--- config.mk ---
export PLATFORM = sky130hd
export DESIGN_NAME = sdram_session_arbiter
export DESIGN_NICKNAME = d
export VERILOG_FILES = /design/src/rtl/sdram_session_arbiter.sv
export SDC_FILE = /design/constraint.sdc
export NUM_CORES = 1
export LEC_CHECK = 0
export CORE_AREA = 2 2 64 66
export DETAILED_ROUTE_END_ITERATION = 6
export DIE_AREA = 0 0 66 68
export GPL_TIMING_DRIVEN = 0
export PLACE_DENSITY = 0.71
export REMOVE_ABC_BUFFERS = 1
export SYNTH_ARGS = -nofsm -noshare
export SYNTH_HDL_FRONTEND = slang
export SYNTH_SLANG_ARGS = --single-unit
export TNS_END_PERCENT = 1
--- constraint.sdc ---
create_clock -name clk -period 3.2 [get_ports clk]
set_input_delay 0.64 -clock clk [delete_from_list [all_inputs] [get_ports clk]]
set_output_delay 0.64 -clock clk [all_outputs]
set_load 0.01 [all_outputs]
--- src/rtl/sdram_session_arbiter.sv ---
// Round-robin session arbiter for the shared SDRAM read/write glue port.
// A requester opens a session with req/ack, owns the mux until it signals
// done, and a watchdog forcibly ends sessions whose owner never finishes.
module sdram_session_arbiter #(
    parameter int NUM_PORTS  = 4,
    parameter int SEL_W      = 2,
    parameter int TIMEOUT    = 4096,
    parameter int TO_W       = 13,
    parameter int PRIO_PORT0 = 1
) (
    input  logic                 clk,
    input  logic                 rst,
    input  logic                 en,
    input  logic [NUM_PORTS-1:0] iReq,
    output logic [NUM_PORTS-1:0] oAck,
    input  logic [NUM_PORTS-1:0] iDone,
    output logic [NUM_PORTS-1:0] oGrant,
    output logic [SEL_W-1:0]     oSel,
    output logic                 oBusy,
    output logic                 oTimeout,
    output logic [SEL_W-1:0]     oErr_Port,
    output logic                 oErr
);

    typedef enum logic [1:0] {
        S_IDLE    = 2'd0,
        S_ACK     = 2'd1,
        S_WAIT    = 2'd2,
        S_RELEASE = 2'd3
    } state_t;

    state_t               state_q, state_d;
    logic [NUM_PORTS-1:0] grant_q, grant_d;
    logic [NUM_PORTS-1:0] ack_q, ack_d;
    logic [SEL_W-1:0]     sel_q, sel_d;
    logic [SEL_W-1:0]     rr_q, rr_d;
    logic [SEL_W-1:0]     err_port_q, err_port_d;
    logic                 busy_q, busy_d;
    logic                 timeout_q, timeout_d;
    logic                 err_q, err_d;
    logic [TO_W-1:0]      wd_q, wd_d;

    logic                 win_found;
    logic [SEL_W-1:0]     win_sel;
    logic [NUM_PORTS-1:0] win_oh;
    logic                 owner_done;

    // Winner search: port 0 pre-empts when prioritised, else first request
    // at or after the round-robin pointer, wrapping modulo NUM_PORTS.
    always_comb begin
        win_found = 1'b0;
        win_sel   = '0;
        win_oh    = '0;
        if (PRIO_PORT0 != 0 && iReq[0]) begin
            win_found = 1'b1;
            win_sel   = '0;
            win_oh[0] = 1'b1;
        end else begin
            for (int i = 0; i < NUM_PORTS; i++) begin
                for (int j = 0; j < NUM_PORTS; j++) begin
                    if (!win_found && iReq[j] &&
                        (j == ((int'(rr_q) + i) % NUM_PORTS))) begin
                        win_found = 1'b1;
                        win_sel   = SEL_W'(j);
                        win_oh[j] = 1'b1;
                    end
                end
            end
        end
    end

    // Only the current owner's done counts; the grant is one-hot so a mask
    // selects it without an index that could run past NUM_PORTS.
    assign owner_done = |(iDone & grant_q);

    // Session FSM: next state and next values of every registered output.
    always_comb begin
        state_d    = state_q;
        grant_d    = grant_q;
        sel_d      = sel_q;
        busy_d     = busy_q;
        ack_d      = '0;
        timeout_d  = 1'b0;
        err_d      = err_q;
        err_port_d = err_port_q;
        rr_d       = rr_q;
        wd_d       = wd_q;
        unique case (state_q)
            S_IDLE: begin
                if (en && win_found) begin
                    grant_d = win_oh;
                    sel_d   = win_sel;
                    busy_d  = 1'b1;
                    ack_d   = win_oh;
                    state_d = S_ACK;
                end
            end
            S_ACK: begin
                wd_d    = '0;
                state_d = S_WAIT;
            end
            S_WAIT: begin
                // A done on the limit cycle wins over the watchdog.
                if (owner_done) begin
                    state_d = S_RELEASE;
                end else if (wd_q == TO_W'(TIMEOUT - 1)) begin
                    timeout_d  = 1'b1;
                    err_d      = 1'b1;
                    err_port_d = sel_q;
                    state_d    = S_RELEASE;
                end else begin
                    wd_d = wd_q + TO_W'(1);
                end
            end
            S_RELEASE: begin
                // sel is left as-is; consumers qualify it with the grant.
                grant_d = '0;
                busy_d  = 1'b0;
                if (int'(sel_q) == NUM_PORTS - 1) begin
                    rr_d = '0;
                end else begin
                    rr_d = sel_q + SEL_W'(1);
                end
                state_d = S_IDLE;
            end
            default: state_d = S_IDLE;
        endcase
    end

    // State and output registers; reset aborts any session in progress.
    always_ff @(posedge clk) begin
        if (rst) begin
            state_q    <= S_IDLE;
            grant_q    <= '0;
            ack_q      <= '0;
            sel_q      <= '0;
            rr_q       <= '0;
            err_port_q <= '0;
            busy_q     <= 1'b0;
            timeout_q  <= 1'b0;
            err_q      <= 1'b0;
            wd_q       <= '0;
        end else begin
            state_q    <= state_d;
            grant_q    <= grant_d;
            ack_q      <= ack_d;
            sel_q      <= sel_d;
            rr_q       <= rr_d;
            err_port_q <= err_port_d;
            busy_q     <= busy_d;
            timeout_q  <= timeout_d;
            err_q      <= err_d;
            wd_q       <= wd_d;
        end
    end

    assign oAck      = ack_q;
    assign oGrant    = grant_q;
    assign oSel      = sel_q;
    assign oBusy     = busy_q;
    assign oTimeout  = timeout_q;
    assign oErr_Port = err_port_q;
    assign oErr      = err_q;

endmodule
==> impl_results.md <==
- Comb pwr share: between 30% and 40%
- Final Core Density: 50.2%
- Cell Rows: 23
- Peak supply drop: between 0.2 and 0.3 mV
- Mapped Cells: between 150 and 200
- Hold_ws: around 0.45 ns
- Number of vias per cell: between 5 and 6
- Worst-Skew Late Latency: approximately 0.28 ns
- Overall Global Routing Usage: between 10% and 20%
- Commonest non-fill, non-tap cell in the layout: dfxtp_1
- Post-CTS Resized: 0
- Largest family of logic cells by synthesized area: simple AND/OR/NAND/NOR gates
- R2r worst-path depth: 5
- Mapped Area: ~1600 sq um
- Compound-gate portion of the synthesized area: 19.8%
- CTS Root Cell: clkbuf_8
- Grt total ovfl: 0
- Post-DP HPWL: approximately 2400 um
- Clock power frac: between 30% and 40%
- Sequential share of power: between 30% and 40%
- DIE AREA: roughly 4500 sq um
- Critical Path RT: about 3.4 ns
- CP startpoint kind: primary input
- RSZ-0062 raised after global routing: false
- Achievable Freq: between 400 and 500 MHz
- Effective utilization at floorplan: between 40% and 50%
- Simple-Gate Fraction of Synth Area: 25.4%
- I/O Buffers: 25
- Clock Skews: between 0.005 and 0.006 ns
- Synth async-reset ratio: 0%
- Sw Share: 33.5%
- Final Slew Violations: 0
- Reg clk slew, reported paths: ~0.06 ns
- Ys flop type: dfxtp_1
- First-pass GRT wire length: between 5000 and 6000 um
- Clock Sinks: 32
- Max clock buf depth: 2
- Antenna viol nets, final: 0
- Worst Setup EP: wd_q[10]$_SDFFE_PP0P_
- Post-CTS Setup Inserts: 0
- Final worst-path cycle share: slightly below 80%
- Die H: roughly 68 um
- Layout cells sized above 1: 6.90%
- Netlist cell types: 44
- Period minus WS final: 2.48 ns
- H-tree levels: 2
- Vias in the first global route: 1,181
- Mux cell area share after synthesis: 3.87%
- Total CTS buffers: 5
- End of the worst register-to-register path: oErr_Port[0]$_SDFFE_PP0P_
- Worst R2R Start: wd_q[0]$_SDFFE_PP0P_
- Crit-path max FO: 20
- Multi-input gate area: roughly 850 sq um
- Layout net count: 218
- Switching power total: a little over 0.4 mW
- Worst-margin pin slew: between 0.9 and 1 ns
- Max-Cap Viols: 0
- Worst setup startpoint: rst
- Max-slew headroom: between 30% and 40%
- Synth warn: 0
- Antenna cells: 0
- Yosys reg bits: 32
- Largest net degree at the start of global routing: 21
- CTS tree: yes
- WS Path Type: primary input to register
- # DRC: 0
- Data arrival time of the critical path: 2.71 ns
- Flip-flop and latch area: roughly 640 sq um
- Setup violators final: 0
- Status: complete, no violations
- Final hold violation count: 0
- Commonest cells after routing, fill and taps aside: 32 x dfxtp_1, 25 x clkdlybuf4s50_1, 24 x nor2_1
- Adder-cell share of the synthesized area: 4.03%
- Placeable Area: approximately 3900 sq um
- IO Pins: 26
- Chip width: ~66 um
- Post-synth EDFFs: 0
- Via count: 1,365
- DR iter-0 viols: 61
- Hold WC Path Type: register to register
- Initial antenna violation count: 0
- Synth Area per Inst: roughly 9 sq um
- Layout fillers: between 300 and 400
- Fin Setup TNS: 0 ns
- First-pass detailed-route iteration total: 4
- R2r setup slk: 1.11 ns
- WL per Instance: between 10 and 15 um
- Power Density: 624 nW/um^2
- Critical path capture point type: register
- Leakage Power: between 0.6 and 0.7 nW
- Cell Int Power: between 0.8 and 0.9 mW
- Placer congestion estimate: between 0.7 and 0.8
- Routed WL: ~3300 um
- Area growth from synthesis to layout: 24.8%
- Cts hold-fix bufs: 0
- Seq/Total Area, Yosys: between 40% and 50%
- Xor and xnor area share after synthesis: between 1.5 and 2%
logic make-up after synthesis:
logic type | Yosys count
AND/OR/NAND/NOR | 76
flip-flops | 32
AO/OA/AOI/OAI | 41
multiplexers | 6
adder cells (fa/ha/maj) | 5
XOR/XNOR | 3
buffers and inverters | 14
area by class of cell:
class                   instances  share of cell area (%)
well taps                      50                    3.23
flip-flops and latches         32                    33.1
clock buffers                   6                    3.75
multi-input cells             131                    43.9
clock inverters                 2                    1.81
repair buffers                 25                    12.9
inverters                       7                    1.36
flip-flops by register name (all words and copies together) (netlist names):
| name | count |
|---|---|
| wd_q | 13 |
| oAck | 4 |
| oErr | 1 |
| oTimeout | 1 |
| oSel | 2 |
| oBusy | 1 |
| oErr_Port | 2 |
| rr_q | 2 |
| state_q | 2 |
| oGrant | 4 |
layer usage:
metal,part of all wire (%),wire length (um),global-route usage (%),up-vias
met4,1.8,60,8.42,0
li1,-,-,-,696
met2,44,1480,23.6,30
met3,4.4,148,3.62,5
met1,49,1640,21.8,634
met5,0,0,0,-
synth_stat cells (2+ instances only):
cell type | number | area, sq um
clkbuf_1 | 5 | 18.8
o21ai_0 | 4 | 20.0
nand2_1 | 12 | 45.0
nor2b_1 | 4 | 25.0
nor3_1 | 8 | 40.0
a2111oi_0 | 2 | 17.5
a32o_1 | 4 | 40.0
xnor2_1 | 3 | 26.3
and2_1 | 4 | 25.0
ha_1 | 5 | 62.6
mux2i_1 | 6 | 60.1
nand3b_1 | 2 | 15.0
nand3_1 | 4 | 20.0
nor2_1 | 24 | 90.1
nand4_1 | 4 | 25.0
dfxtp_1 | 32 | 641
o2bb2ai_1 | 3 | 26.3
a21oi_1 | 13 | 65.1
or4_1 | 4 | 30.0
inv_1 | 7 | 26.3
o31ai_1 | 4 | 30.0
power groups by stage:
stage / sequential, mW / clock (mW) / combinational (mW)
global placement: 0.469 / 0 / 0.365
finish: 0.463 / 0.375 / 0.370
CTS: 0.463 / 0.384 / 0.369
detailed placement: 0.472 / 0 / 0.367
global route: 0.469 / 0.407 / 0.412
floorplan: 0.472 / 0 / 0.246
stage by stage:
step	power, mW	area, sq um	setup slack (ns)	cells
6_report	1.21	1940	0.722	253
3_3_place_gp	0.834	1830	0.423	245
2_1_floorplan	0.718	1520	1.25	170
4_1_cts	1.22	1940	0.722	253
3_5_place_dp	0.840	1830	0.420	245
5_1_grt	1.29	1940	0.616	253
worst min-delay path by stage:
stage                           from                     to  slack, ns  cells after the start
6_report       wd_q[12]$_SDFFE_PP0P_  wd_q[12]$_SDFFE_PP0P_       0.45                      1
5_1_grt        wd_q[12]$_SDFFE_PP0P_  wd_q[12]$_SDFFE_PP0P_       0.45                      1
4_1_cts        wd_q[12]$_SDFFE_PP0P_  wd_q[12]$_SDFFE_PP0P_       0.45                      1
3_5_place_dp   wd_q[12]$_SDFFE_PP0P_  wd_q[12]$_SDFFE_PP0P_       0.44                      1
3_3_place_gp   wd_q[12]$_SDFFE_PP0P_  wd_q[12]$_SDFFE_PP0P_       0.43                      1
2_1_floorplan  wd_q[12]$_SDFFE_PP0P_  wd_q[12]$_SDFFE_PP0P_       0.42                      1
worst max-delay path, cell delays in order:
cell and delay, ns:
clkdlybuf4s50_1 0.77, inv_1 0.35, o21ai_1 0.29, or4_1 0.57, nand2_1 0.07
Power figures use the tool's default switching activity.
